===== src/rtl/multicycle_control.sv =====
// rtl/multicycle_control.sv - Moore control FSM for a multicycle MIPS-style datapath
//
// Ports:
//   clock, reset          single clock; asynchronous active-high reset
//   opcode[5:0]           instruction bits [31:26] from the instruction register
//   zero                  ALU zero flag (branch decision)
//   mem_ready             memory handshake; an access completes in a cycle where it is 1
//   pc_write .. alu_src_a 1-bit datapath enables/selects
//   alu_src_b .. mem_to_reg 2-bit datapath selects
//   state[3:0]            current state code (debug)
//   instr_count           retired-instruction counter, wraps at all-ones
module multicycle_control #(
    parameter int COUNT_WIDTH = 16
) (
    input  logic                   clock,
    input  logic                   reset,
    input  logic [5:0]             opcode,
    input  logic                   zero,
    input  logic                   mem_ready,
    output logic                   pc_write,
    output logic                   ir_write,
    output logic                   i_or_d,
    output logic                   mem_read,
    output logic                   mem_write,
    output logic                   reg_write,
    output logic                   alu_src_a,
    output logic [1:0]             alu_src_b,
    output logic [1:0]             alu_op,
    output logic [1:0]             pc_source,
    output logic [1:0]             reg_dst,
    output logic [1:0]             mem_to_reg,
    output logic [3:0]             state,
    output logic [COUNT_WIDTH-1:0] instr_count
);

    typedef enum logic [3:0] {
        FETCH    = 4'd0,
        DECODE   = 4'd1,
        MEMADR   = 4'd2,
        MEMREAD  = 4'd3,
        MEMWB    = 4'd4,
        MEMWRITE = 4'd5,
        RTEXEC   = 4'd6,
        ALUWB    = 4'd7,
        BRANCH   = 4'd8,
        ADDIEXEC = 4'd9,
        ADDIWB   = 4'd10,
        JUMP     = 4'd11,
        JAL      = 4'd12
    } state_t;

    localparam logic [5:0] OP_RTYPE = 6'b000000;
    localparam logic [5:0] OP_LW    = 6'b100011;
    localparam logic [5:0] OP_SW    = 6'b101011;
    localparam logic [5:0] OP_BEQ   = 6'b000100;
    localparam logic [5:0] OP_ADDI  = 6'b001000;
    localparam logic [5:0] OP_J     = 6'b000010;
    localparam logic [5:0] OP_JAL   = 6'b000011;

    // Plain 4-bit register so the unused codes 13-15 remain representable
    // and are recovered through the default branch.
    logic [3:0] state_q;
    logic [3:0] state_d;
    logic       retire;

    always_ff @(posedge clock or posedge reset) begin
        if (reset) begin
            state_q <= FETCH;
        end else begin
            state_q <= state_d;
        end
    end

    always_ff @(posedge clock or posedge reset) begin
        if (reset) begin
            instr_count <= '0;
        end else if (retire) begin
            instr_count <= instr_count + COUNT_WIDTH'(1);
        end
    end

    assign state = state_q;

    always_comb begin
        state_d    = FETCH;
        retire     = 1'b0;
        pc_write   = 1'b0;
        ir_write   = 1'b0;
        i_or_d     = 1'b0;
        mem_read   = 1'b0;
        mem_write  = 1'b0;
        reg_write  = 1'b0;
        alu_src_a  = 1'b0;
        alu_src_b  = 2'b00;
        alu_op     = 2'b00;
        pc_source  = 2'b00;
        reg_dst    = 2'b00;
        mem_to_reg = 2'b00;

        case (state_q)
            FETCH: begin
                mem_read  = 1'b1;
                alu_src_b = 2'b01;
                // IR load and PC+4 only when the instruction word actually arrives
                ir_write  = mem_ready;
                pc_write  = mem_ready;
                state_d   = mem_ready ? DECODE : FETCH;
            end
            DECODE: begin
                alu_src_b = 2'b11;
                case (opcode)
                    OP_LW, OP_SW: state_d = MEMADR;
                    OP_RTYPE:     state_d = RTEXEC;
                    OP_BEQ:       state_d = BRANCH;
                    OP_ADDI:      state_d = ADDIEXEC;
                    OP_J:         state_d = JUMP;
                    OP_JAL:       state_d = JAL;
                    default:      state_d = FETCH;
                endcase
            end
            MEMADR: begin
                alu_src_a = 1'b1;
                alu_src_b = 2'b10;
                if (opcode == OP_LW) begin
                    state_d = MEMREAD;
                end else if (opcode == OP_SW) begin
                    state_d = MEMWRITE;
                end
            end
            MEMREAD: begin
                mem_read = 1'b1;
                i_or_d   = 1'b1;
                state_d  = mem_ready ? MEMWB : MEMREAD;
            end
            MEMWB: begin
                reg_write  = 1'b1;
                mem_to_reg = 2'b01;
                retire     = 1'b1;
            end
            MEMWRITE: begin
                mem_write = 1'b1;
                i_or_d    = 1'b1;
                retire    = mem_ready;
                state_d   = mem_ready ? FETCH : MEMWRITE;
            end
            RTEXEC: begin
                alu_src_a = 1'b1;
                alu_op    = 2'b10;
                state_d   = ALUWB;
            end
            ALUWB: begin
                reg_write = 1'b1;
                reg_dst   = 2'b01;
                retire    = 1'b1;
            end
            BRANCH: begin
                alu_src_a = 1'b1;
                alu_op    = 2'b01;
                pc_source = 2'b01;
                pc_write  = zero;
                retire    = 1'b1;
            end
            ADDIEXEC: begin
                alu_src_a = 1'b1;
                alu_src_b = 2'b10;
                state_d   = ADDIWB;
            end
            ADDIWB: begin
                reg_write = 1'b1;
                retire    = 1'b1;
            end
            JUMP: begin
                pc_write  = 1'b1;
                pc_source = 2'b10;
                retire    = 1'b1;
            end
            JAL: begin
                pc_write   = 1'b1;
                pc_source  = 2'b10;
                reg_write  = 1'b1;
                reg_dst    = 2'b10;
                mem_to_reg = 2'b10;
                retire     = 1'b1;
            end
            default: begin
                state_d = FETCH;
            end
        endcase
    end

endmodule


===== config.mk =====
export PLATFORM = sky130hd
export DESIGN_NAME = multicycle_control
export DESIGN_NICKNAME = d
export VERILOG_FILES = /design/src/rtl/multicycle_control.sv
export SDC_FILE = /design/constraint.sdc
export NUM_CORES = 1
export LEC_CHECK = 0
export ABC_AREA = 1
export CAP_MARGIN = 20
export CORE_ASPECT_RATIO = 2
export CORE_MARGIN = 4
export CORE_UTILIZATION = 50
export CTS_BUF_LIST = sky130_fd_sc_hd__clkbuf_8
export DETAILED_ROUTE_END_ITERATION = 7
export PLACE_DENSITY = 0.79
export SLEW_MARGIN = 20
export SYNTH_ARGS = -nofsm -noshare
export SYNTH_HDL_FRONTEND = slang
export SYNTH_SLANG_ARGS = --single-unit
export TNS_END_PERCENT = 100

===== constraint.sdc =====
create_clock -name clock -period 1.7 [get_ports clock]
set_input_delay 0.17 -clock clock [delete_from_list [all_inputs] [get_ports clock]]
set_output_delay 0.17 -clock clock [all_outputs]
set_load 0.1 [all_outputs]

Word level (Yosys, flattened, before mapping)
Index checks and enable logic that the tools add are counted.
{ "totals": {"inputBits": 10, "output_inout_bits": 37, "word_cells": 51, "memories": 0, "ram_bits": 0, "romBits": 0, "latchBits": 0, "register_bits": 20} }
{ "classes": {"n_lt_le_gt_ge": 0, "add_sub_neg": 1, "mux": 20, "div": 0, "n_reduce_logical": 10, "bitwise_logic": 0, "eq_ne": 18, "n_mul": 0, "shifts": 0} }
{ "op_table": {"columns": ["op", "n"], "rows": [
  ["case mux 4 bit (7 select lines)", 1],
  ["case mux 4 bit (6 select lines)", 1],
  ["equality test 4 bit, second input constant", 5],
  ["adder 16 x 1 -> 16 bit, second input constant", 1],
  ["equality test 4 x 3 -> 1 bit, second input constant", 4],
  ["case mux 2 bit (2 select lines)", 4],
  ["equality test 6 x 2 -> 1 bit, second input constant", 2],
  ["equality test 6 bit, second input constant", 2],
  ["2-to-1 mux 3 bit", 4],
  ["OR reduction 2 bit", 5],
  ["equality test 4 x 2 -> 1 bit, second input constant", 2],
  ["OR reduction 4 bit", 2],
  ["2-to-1 mux 1 bit", 7],
  ["equality test 6 x 3 -> 1 bit, second input constant", 1],
  ["equality test 6 x 4 -> 1 bit, second input constant", 1],
  ["logical NOT 6 bit", 1],
  ["case mux 2 bit (3 select lines)", 1],
  ["OR reduction 6 bit", 1],
  ["equality test 4 x 1 -> 1 bit, second input constant", 1],
  ["logical NOT 4 bit", 1],
  ["case mux 1 bit (3 select lines)", 1],
  ["case mux 1 bit (2 select lines)", 1]
]} }

Logic depth before layout (Yosys ltp)
{ "logic_depth": {"depth_word": 4, "mapped_depth": 9, "depth_no_buf": 8} }

Least setup slack after synthesis
Ideal clock, no wire load.
{ "synth_timing": {"kind": "flip-flop to output port", "startpoint": "register state_q[0] (netlist: state[0])", "endpoint": "output reg_write", "required_ns": 1.530, "path_buffers": 0, "arrival_ns": 3.781, "path_slack_ns": -2.251, "path_stages_with_launch": 5, "path_cell_list": "dfrtp_1 > nand2_1 > nor2_1 > a21oi_1 > o21ai_0"} }
{ "synth_via": {"elab_chain_len": 3, "elab_cells_between_ends": 6, "classes_between": "eq/ne: 4; mux: 1; reduce/logical: 1"} }
{ "synth_rtl": {"columns": ["element", "line_no", "rtl"], "rows": [
  ["start, declared", "62", "logic [3:0] state_q;"],
  ["start signal, assigned", "70", "state_q <= state_d;"],
  ["equality test 4 bit or equality test 4 x 3 -> 1 bit (tied branches)", "100", "case (state_q)"],
  ["OR reduction 4 bit (no source line) (*)", null, null],
  ["2-to-1 mux 1 bit (*)", "100", null],
  ["end, declared", "25", "output logic reg_write,"]
]} }
Every way passes the cells marked *; elsewhere a longest branch is shown, timed or not.

Worst setup path in the final report
{ "layout_timing": {"startpoint": "register instr_count[3]", "endpoint": "register instr_count[9]"} }
{ "layout_via": {"elab_chain_len": 1} }
{ "layout_rtl": {"columns": ["element", "line_no", "rtl"], "rows": [
  ["start, declared", "33", "output logic [COUNT_WIDTH-1:0] instr_count"],
  ["start signal, assigned", "78", "instr_count <= instr_count + COUNT_WIDTH'(1);"],
  ["adder 16 x 1 -> 16 bit", "78", null]
]} }
Every way passes these cells.
A chain may end at the register's enable or synchronous reset.

==> flow_summary.ini <==
[worst_setup_path]
cp_max_fo = 6
cp-start-kind = flip-flop
cp_slowest_cell = dfrtp_1
cp_common_cell = nand2_1
timing.rr.start = instr_count[3]
r2r_end = instr_count[9]
r2r_slack_ns = -0.26
arrival_ns = 2.13
slowest_delay_ns = 0.54
worst_path_dominant_cell_family = simple AND/OR/NAND/NOR gates
path_cells = nand2_1 -> nor2_1 -> nand2_1 -> o21ai_0 -> nand2_1 -> nand2_4 -> nand2_2
crit_path_end_kind = flip-flop
reg2reg_depth = 7
path_class = flip-flop to flip-flop
timing.critical_path.buf_inv = 0
critPathRequiredTime_ns = 1.88

[power_and_ir_drop]
vdd_drop_max_uv = 771
power_density_mw_per_mm2 = 761
p_leak_nw = 1.51
total_power_mw = 2.35

[synthesis]
yosysWarningCount = 0
synth_cell_types = 26
synthTopCellsByArea = dfrtp_1 (30%), nand2_1 (14%), nand3_1 (9.3%)
synthCells = 241
synth_top_area_share_pct = 30.0
syn_area_sq_mm = 0.00167
synth_seq_cells = 20
synthesis.nets = 252
yosys.area.top_type = dfrtp_1
synth_seq_area_share_pct = 30.0
synth.avg_cell_area_sq_um = 6.92

[run_status]
outcome = finished, violations left
violations = negative setup slack

[placement]
dp_slack_ns = 0.0266
io_buffer_count = 46
hpwl_um = 4470
routabilityCongestion = 0.891

[clock_tree]
numCtsBuffers = 3
ctsHoldBuffers = 0
cts_max_level = 1
cts_tree = built
cts.sinks = 20
clk_pin_slew_ns = 0.09
clk_path_buf_depth = 2
root_buffer = clkbuf_8
insertion_delay_ns = 0.28

[floorplanning]
core-area_sq_mm = 0.00319
core.rowCount = 29
die_area_sq_mm = 0.00438
ios = 47
start_util_pct = 52.2
die_w_um = 48.8
die_h_um = 89.7

[global_routing]
track_usage_pct = 31.0
antenna_found_initial = 0
grt_pass1_wl_um = 10400
gr-total-overflow = 0
grt_max_degree = 21
grt_pass1_vias = 2115

[timing]
fin_crit_ns = 1.96
clock_skew_ns = 0.00834
hold_viol = 0
fin_setup_tns_ns = -3.57
finalMaxSlewViolations = 0
rsz0062_at_grt = yes
worstMarginPinSlew_ns = 0.431
relSlewSlack_pct = 71.1
fmax_mhz = 511
fin_crit_sh_pct = 115
setup_viol = 31
setup_slack_ns = -0.257

[drt]
antenna_left = 0
totalWireLength_um = 10000
wl_per_cell_um = 28.6
vias_per_cell = 6.91
vias = 2424
route.detailed.drc = 0
drt_iter0_markers = 235
drt_pass1_iterations = 5

[job]
maxCapViolations = 0

[layout]
drive_gt1_share_pct = 45.6
layout_commonest_cell = nand2_1
antennaDiodeCount = 0
final_cell_mix = nand2_1 (54), buf_12 (38), nand3_1 (30), nor2_1 (28), buf_4 (24)
postLayoutCoreUtil_pct = 96.9
area_delta_synth_final_pct = 85.5
nets = 332

[min_path]
hold_class = input port to asynchronous set/reset pin
==> Yosys cell counts (all sizes together) <==
library cell  count
a21oi             4
nand3b            2
nand3            32
o21ai             7
nand4             7
dfrtp            20
and2              1
ha                1
nor2             41
o211ai            1
xor2              5
buf               5
nand2            86
xnor2             2
inv              27
==> flip-flops by register name, indices dropped and copies added, names as in the netlist <==
signal and cells:
instr_count 16, state 4
==> timing repair <==
item                                    4_1_cts  5_1_grt
cloned                                        0        2
endpoints found under the setup margin       13       24
pin swaps                                     6       12
gates resized for setup                      14       29
setup buffers                                 8       15
==> kinds of logic (layout without fill, tap and decap cells) <==
kind of cell	count (synthesis)	after routing	synth area share (%)
simple gates	169	170	52.2
compound gates	12	12	4.43
xor+xnor	7	7	3.68
flops	20	20	30.0
fa+ha+maj	1	1	0.750
buf+inv	32	110	8.93
==> metrics by stage <==
stage               hold slack [ns]  cells  instance area, sq um
global route                  0.246    351                  3090
detailed placement            0.522    322                  2670
global placement              0.519    322                  2670
finish                        0.220    351                  3090
CTS                           0.234    334                  2820
floorplan                     0.134    241                  1780
==> area by class of cell <==
cell class	count	area, sq um
sequential	20	518
inverter	27	123
multi-input combinational	190	1240
tap	31	38.8
fill	56	98.8
timing repair buffer	79	1120
clock buffer	4	55.1
==> routing by layer <==
layer / up-vias / part of all wire [%] / track usage (%)
li1: 921 / - / -
met1: 1081 / 28 / 28.6
met2: 293 / 47 / 62.4
met3: 129 / 12 / 4.46
met4: 0 / 13 / 17.6
met5: - / 0 / 0
==> report_power, final <==
| part | switching, mW | total (mW) | internal, mW | leakage (nW) |
|---|---|---|---|---|
| Combinational | 0.872 | 1.32 | 0.451 | 1.22 |
| Clock | 0.193 | 0.401 | 0.207 | 0.0288 |
| Sequential | 0.108 | 0.631 | 0.523 | 0.265 |
==> worst max-delay path by stage <==
stage	startpoint	endpoint	slack (ns)	depth (start not counted)
5_1_grt	instr_count[3]	instr_count[9]	-0.48	7
2_1_floorplan	state[1]	alu_src_b[1]	-0.76	3
3_5_place_dp	state[0]	ir_write	0.03	6
6_report	instr_count[3]	instr_count[9]	-0.26	7
4_1_cts	state[3]	alu_src_a	-0.09	6
3_3_place_gp	state[0]	alu_src_a	0.13	5
==> tightest hold or removal path, cell delays in order <==
cell,delay [ns]
clkdlybuf4s50_1,0.39
inv_1,0.05
buf_4,0.28
Note: power is estimated with default switching activity, not from simulation.
